$ cat src/rtl/ila_check_sequencer.sv
// -----------------------------------------------------------------------------
// ila_check_sequencer
//
// Sequences one instruction-level refinement check of the 4-register undetfunc
// datapath. It sits in the generated check wrapper between the ILA model
// instance and the RTL instance. It produces the start/end timing that gates
// the variable-map assumptions (at start) and the assertions (at end). It also
// drives the capture strobe for the undetermined-function result registers.
//
// Optional feature macro: ILA_CHK_TIMEOUT_EN
//   Defined   : timeout is a sticky flag. It is set when the counter saturates
//               while the check is running and has not yet ended.
//   Undefined : timeout is tied to 0 and no timeout logic is built.
//
// Parameters
//   CNT_W      width of the cycle counter
//   END_CYCLE  counter value at which the instruction is declared finished
//   MAX_CYCLE  counter saturation value (< 2**CNT_W)
//
// Ports
//   clk          in   rising-edge clock
//   rst          in   synchronous active-high reset
//   issue        in   issue condition, only looked at while idle
//   ila_valid    in   ILA valid
//   ila_decode   in   ILA decode of the checked instruction
//   early_end    in   extra end condition, ORed into the end condition
//   dummy_reset  in   reset seen by the RTL instance
//   start        out  one-cycle pulse: assumptions apply, model steps
//   started      out  sticky: check in progress or done
//   cycle_cnt    out  cycles since start, saturating at MAX_CYCLE
//   iend         out  one-cycle instruction-end pulse: assertions apply
//   ended        out  sticky: iend has occurred
//   second_end   out  pulse on the first end condition after ended
//   reseted      out  sticky: rst has been applied at least once
//   noreset_ok   out  assumption: ~reseted | ~dummy_reset
//   issue_ok     out  assumption: ~start | (ila_valid & ila_decode)
//   capture_en   out  result registers load while rst is high
//   timeout      out  see macro description above
// -----------------------------------------------------------------------------
module ila_check_sequencer #(
    parameter int CNT_W     = 4,
    parameter int END_CYCLE = 1,
    parameter int MAX_CYCLE = 6
) (
    input  logic             clk,
    input  logic             rst,
    input  logic             issue,
    input  logic             ila_valid,
    input  logic             ila_decode,
    input  logic             early_end,
    input  logic             dummy_reset,
    output logic             start,
    output logic             started,
    output logic [CNT_W-1:0] cycle_cnt,
    output logic             iend,
    output logic             ended,
    output logic             second_end,
    output logic             reseted,
    output logic             noreset_ok,
    output logic             issue_ok,
    output logic             capture_en,
    output logic             timeout
);

    typedef enum logic [1:0] {
        ST_IDLE  = 2'd0,
        ST_START = 2'd1,
        ST_RUN   = 2'd2,
        ST_DONE  = 2'd3
    } state_t;

    localparam logic [CNT_W-1:0] END_VAL = CNT_W'(END_CYCLE);
    localparam logic [CNT_W-1:0] MAX_VAL = CNT_W'(MAX_CYCLE);

    state_t           state_q, state_d;
    logic [CNT_W-1:0] cnt_q, cnt_d;
    logic             ended_q;
    logic             second_ended_q;
    logic             reseted_q;
    logic             edcond;

    // State register. reseted_q is only ever written on reset, so it holds
    // its 0 power-up value until the first rst and then stays 1 forever.
    always_ff @(posedge clk) begin
        if (rst) begin
            state_q        <= ST_IDLE;
            cnt_q          <= '0;
            ended_q        <= 1'b0;
            second_ended_q <= 1'b0;
            reseted_q      <= 1'b1;
        end else begin
            state_q <= state_d;
            cnt_q   <= cnt_d;
            if (iend) begin
                ended_q <= 1'b1;
            end
            if (second_end) begin
                second_ended_q <= 1'b1;
            end
        end
    end

    // Next-state logic. DONE is terminal until rst: a completed check can
    // never be re-issued, so issue is only looked at in IDLE.
    always_comb begin
        state_d = state_q;
        case (state_q)
            ST_IDLE:  if (issue) state_d = ST_START;
            ST_START: state_d = ST_RUN;
            ST_RUN:   if (ended_q) state_d = ST_DONE;
            ST_DONE:  state_d = ST_DONE;
            default:  state_d = ST_IDLE;
        endcase
    end

    assign start   = (state_q == ST_START);
    assign started = (state_q == ST_RUN) || (state_q == ST_DONE);

    // Saturating counter. It starts counting on the start cycle, so it reads
    // 1 in the first started cycle.
    always_comb begin
        cnt_d = cnt_q;
        if ((start || started) && (cnt_q < MAX_VAL)) begin
            cnt_d = cnt_q + CNT_W'(1);
        end
    end

    assign cycle_cnt = cnt_q;

    assign edcond     = ((cnt_q == END_VAL) || early_end) && started;
    assign iend       = edcond && reseted_q && !ended_q;
    assign second_end = ended_q && edcond && !second_ended_q;
    assign ended      = ended_q;
    assign reseted    = reseted_q;

    assign noreset_ok = !reseted_q || !dummy_reset;
    assign issue_ok   = !start || (ila_valid && ila_decode);
    assign capture_en = rst;

`ifdef ILA_CHK_TIMEOUT_EN
    logic timeout_q;

    // A check that saturates the counter without ending never produces an
    // assertion point, so flag it for the wrapper.
    always_ff @(posedge clk) begin
        if (rst) begin
            timeout_q <= 1'b0;
        end else if ((cnt_q == MAX_VAL) && started && !ended_q) begin
            timeout_q <= 1'b1;
        end
    end

    assign timeout = timeout_q;
`else
    assign timeout = 1'b0;
`endif

endmodule

$ cat config.mk
export PLATFORM = sky130hd
export DESIGN_NAME = ila_check_sequencer
export DESIGN_NICKNAME = d
export VERILOG_FILES = /design/src/rtl/ila_check_sequencer.sv
export SDC_FILE = /design/constraint.sdc
export NUM_CORES = 1
export LEC_CHECK = 0
export BUFFER_PORTS_ARGS = -buffer_cell sky130_fd_sc_hd__buf_2
export CAP_MARGIN = 20
export CORE_AREA = 2 2 39 41
export DETAILED_ROUTE_END_ITERATION = 16
export DIE_AREA = 0 0 41 43
export GPL_ROUTABILITY_DRIVEN = 0
export SLEW_MARGIN = 20
export SYNTH_ARGS = -nofsm -noshare
export SYNTH_HDL_FRONTEND = slang
export SYNTH_SLANG_ARGS = --single-unit
$ cat constraint.sdc
create_clock -name clk -period 1.7 [get_ports clk]
set_input_delay 0.17 -clock clk [delete_from_list [all_inputs] [get_ports clk]]
set_output_delay 0.17 -clock clk [all_outputs]
set_load 0.02 [all_outputs]
# [Yosys cells after proc, flatten, opt, wreduce, memory -nomap -nowiden]
# Index checks and enable logic that the tools add are counted.
[op_classes] magnitude_cmp=1 n_eq_ne=6 n_reduce_logical=16 muxes=3 add_sub_neg=1
[op_table] op="case mux 2 bit (4 select lines)" n=1
[op_table] op="logical AND 1 bit" n=6
[op_table] op="adder 4 x 1 -> 4 bit, second input constant" n=1
[op_table] op="== test 2 bit, second input constant" n=2
[op_table] op="== test 4 x 1 -> 1 bit, second input constant" n=1
[op_table] op="zero test 1 bit" n=4
[op_table] op="logical OR 1 bit" n=4
[op_table] op="< comparator 4 x 3 -> 1 bit, second input constant" n=1
[op_table] op="2-to-1 mux 2 bit" n=2
[op_table] op="!= test 2 bit, second input constant" n=2
[op_table] op="== test 2 x 1 -> 1 bit, second input constant" n=1
[op_table] op="zero test 2 bit" n=1
[op_table] op="AND reduction 2 bit" n=1
[totals] register_bits=8 in_bits=7

# [Longest topological paths before layout]
[depth] ltp_word=5 mapped_depth=5 ltp_nobuf=5

# [Worst setup path before layout]
# No wires, ideal clock.
[synth_path] path_kind="register -> output" startpoint="reg cnt_q[0] (netlist: cycle_cnt[0])" endpoint="out iend" stages_incl_launch_ff=5 setup_slack_ns=0.255 required_time_ns=1.530 t_arrival_ns=1.275 path_cell_list="dfxtp_1 -> ha_1 -> nor3b_1 -> o21ai_0 -> nor2_1"
[synth_between] elab_chain_cells=4
[synth_rtl] item="start: declaration" line="76" source="logic [CNT_W-1:0] cnt_q, cnt_d;"
[synth_rtl] item="start signal: assignment" line="93" source="cnt_q <= cnt_d;"
[synth_rtl] item="== test 4 x 1 -> 1 bit" line="130" source="assign edcond = ((cnt_q == END_VAL) || early_end) && started;"
[synth_rtl] item="logical OR 1 bit" line="130"
[synth_rtl] item="logical AND 1 bit" line="130"
[synth_rtl] item="logical AND 1 bit" line="131" source="assign iend = edcond && reseted_q && !ended_q;"
[synth_rtl] item="end: declaration" line="55" source="output logic iend,"
# Every way passes these cells.

# [Worst setup path after layout]
[layout_path] startpoint="reg cnt_q[1] (netlist: cycle_cnt[1])" endpoint="out iend"
# The elaborated chain is that of the path after synthesis.

==> results.py <==
metrics = {
    "timing": {
        "period_share_pct": 90.6,
        "hold_viol": 0,
        "worst_hold_slack_ns": 0.206,
        "fmax_mhz": 649,
        "layout_min_cycle_time_ns": 1.54,
        "drv_slew": 0,
        "rsz0062_at_grt": "false",
        "setup_viol": 0,
        "tns_ns": 0,
        "finClkSkew_ns": 0.000416,
    },
    "cells_and_area": {
        "fin_util_pct": 35.4,
        "drive_above_1_share_pct": 37.5,
        "finalInstanceArea_um2": 490,
        "final_common_cell": "buf_2",
        "areaGrowthSynthToFinish_pct": 26.9,
        "fill_cells": 163,
        "most-common-layout-cells": "18 x buf_2, 7 x dfxtp_1, 6 x a21oi_1",
        "diodes": 0,
        "fin_nets": 75,
    },
    "logic_synthesis": {
        "ys_types": 19,
        "synth_edf_count": 0,
        "avgSynthCellArea_um2": 8.05,
        "synthesis.instances": 48,
        "ys.flop_type": "dfxtp_1",
        "seq_area_frac_synth_pct": 41.4,
        "ys_async_sr_fraction_pct": 0,
        "ys_warn_count": 0,
        "ys_ff_latch": 8,
        "synth_area_um2": 387,
        "syn_nets": 57,
    },
    "clocking": {
        "post-cts-setup-buffers": 0,
        "numCtsBuffers": 3,
        "cts_tree": "built",
        "cts-resized-gates": 0,
        "cts.sinks": 8,
        "clkTransAtPathRegs_ns": 0.05,
        "clockBufferDepth": 2,
        "ctsHoldBuffers": 0,
        "root_buffer": "clkbuf_4",
        "worstSkewPairLatency_ns": 0.25,
        "h-tree-depth": 1,
    },
    "global_routing": {
        "grt_overflow": 0,
        "grtUsageTotal_pct": 10.3,
        "grt_pass1_vias": 315,
        "antenna_found_initial": 0,
        "grt_pass1_wl_um": 1150,
        "grt_max_degree": 10,
    },
    "setup_path": {
        "path_class": "reg2out",
        "worstSetupEndpointType": "primary output",
        "cp_slowest_stage_delay_ns": 0.35,
        "required_ns": 1.53,
        "crit_chain": "inv_1 -> ha_1 -> nor3b_2 -> o21ai_0 -> nor2_1 -> buf_2",
        "cp-start-kind": "flip-flop",
        "worstPathMaxFanout": 5,
        "arrival_ns": 1.37,
        "ff2ff_path_depth": 4,
        "slowest_stage": "dfxtp_2",
    },
    "power": {
        "switchingPower_uw": 140,
        "switching_share_pct": 30.4,
        "intPower_uw": 321,
        "power.static_leakage_uw": 0.000250,
        "ir_worst_vdd_mv": 0.297,
        "combPwrFrac_pct": 21.9,
        "clock_power_share_pct": 30.6,
        "p_seq_share_pct": 47.4,
        "p_per_area_mw_per_mm2": 941,
    },
    "drt": {
        "drcViolationCount": 0,
        "via_count": 355,
        "drtIter0Drc": 2,
        "post_drt_wl_per_cell_um": 9.46,
        "firstDrtPassIters": 3,
        "vias_per_cell": 4.44,
        "ant_nets": 0,
        "wl_um": 757,
    },
    "hold_path": {
        "hold_depth": 2,
        "hp-class": "in2reg",
    },
    "floorplan": {
        "die_w_um": 41,
        "rows": 14,
        "start_util_pct": 27.9,
        "die_area_mm2": 0.00176,
        "ioPinCount": 21,
        "coreArea_mm2": 0.00138,
        "chipHeight_um": 43,
    },
    "placed_design": {
        "dp_hpwl_um": 581,
        "placement.cell_area_um2": 462,
        "io_buffer_count": 18,
    },
    "status": {
        "status": "finished clean",
    },
    "flow_run": {
        "maxCapViolCount": 0,
    },
}
power by group through the flow:
stage               Sequential, uW  Combinational [uW]  Clock (uW)
floorplan                      230                65.2           0
global placement               222                 100           0
detailed placement             223                 101           0
CTS                            219                 102         148
global route                   222                 116         156
finish                         219                 101         141
worst max-delay path: cells and delay by family, from the launching register on:
kind / cells / cell delay [ns]
compound gates: 1 / 0.20
fa+ha+maj: 1 / 0.16
buf+inv: 2 / 0.20
flops: 1 / 0.35
simple gates: 2 / 0.20
sequential cells by signal (all words and copies together) (netlist names):
signal and count:
second_ended_q 1, ended 1, state_q 2, cycle_cnt 4
cell families after synthesis:
logic type	synth area share (%)
compound gates	20.4
fa+ha+maj	6.47
buf+inv	13.9
flops	41.4
other cells	1.94
simple gates	15.9
area by class of cell:
type | count | area [um^2] | share of cell area, %
Tap cell | 16 | 20.0 | 4.08
Clock buffer | 3 | 22.5 | 4.59
Multi-Input combinational cell | 30 | 178 | 36.2
Sequential cell | 8 | 161 | 32.9
Timing Repair Buffer | 18 | 90.1 | 18.4
Inverter | 5 | 18.8 | 3.83
Yosys cell counts, types with 2 or more instances:
cell	instances	area share (%)
or3_1	3	4.9
inv_1	5	4.9
nor2_1	4	3.9
conb_1	2	1.9
ha_1	2	6.5
a21oi_1	6	7.8
nand2_1	2	1.9
o21ai_0	4	5.2
dfxtp_1	8	41
buf_4	3	5.8
metal layers:
metal,global-route usage (%),share of wire [%],vias to the layer above
met3,7.33,9.2,4
met1,9.62,41,153
met5,0,0,-
met2,14.7,47,11
met4,8.00,2.6,0
li1,-,-,187
path summary, 6_finish.rpt:
check	startpoint	end	slack, ns
max	cycle_cnt[1]$_SDFFE_PP0P_	iend	0.16
min	rst	cycle_cnt[1]$_SDFFE_PP0P_	0.21
max reg2reg	cycle_cnt[1]$_SDFFE_PP0P_	cycle_cnt[1]$_SDFFE_PP0P_	0.49
min reg2reg	second_ended_q$_SDFFE_PP0P_	second_ended_q$_SDFFE_PP0P_	0.44
stage by stage:
step / setup WS [ns] / cells / total power (uW)
final: 0.160 / 80 / 462
after global routing: 0.000790 / 80 / 493
after CTS: 0.0776 / 80 / 468
after detailed placement: 0.364 / 77 / 324
after global placement: 0.382 / 77 / 322
after floorplan: 0.255 / 48 / 295
Note: power is estimated with default switching activity, not from simulation.
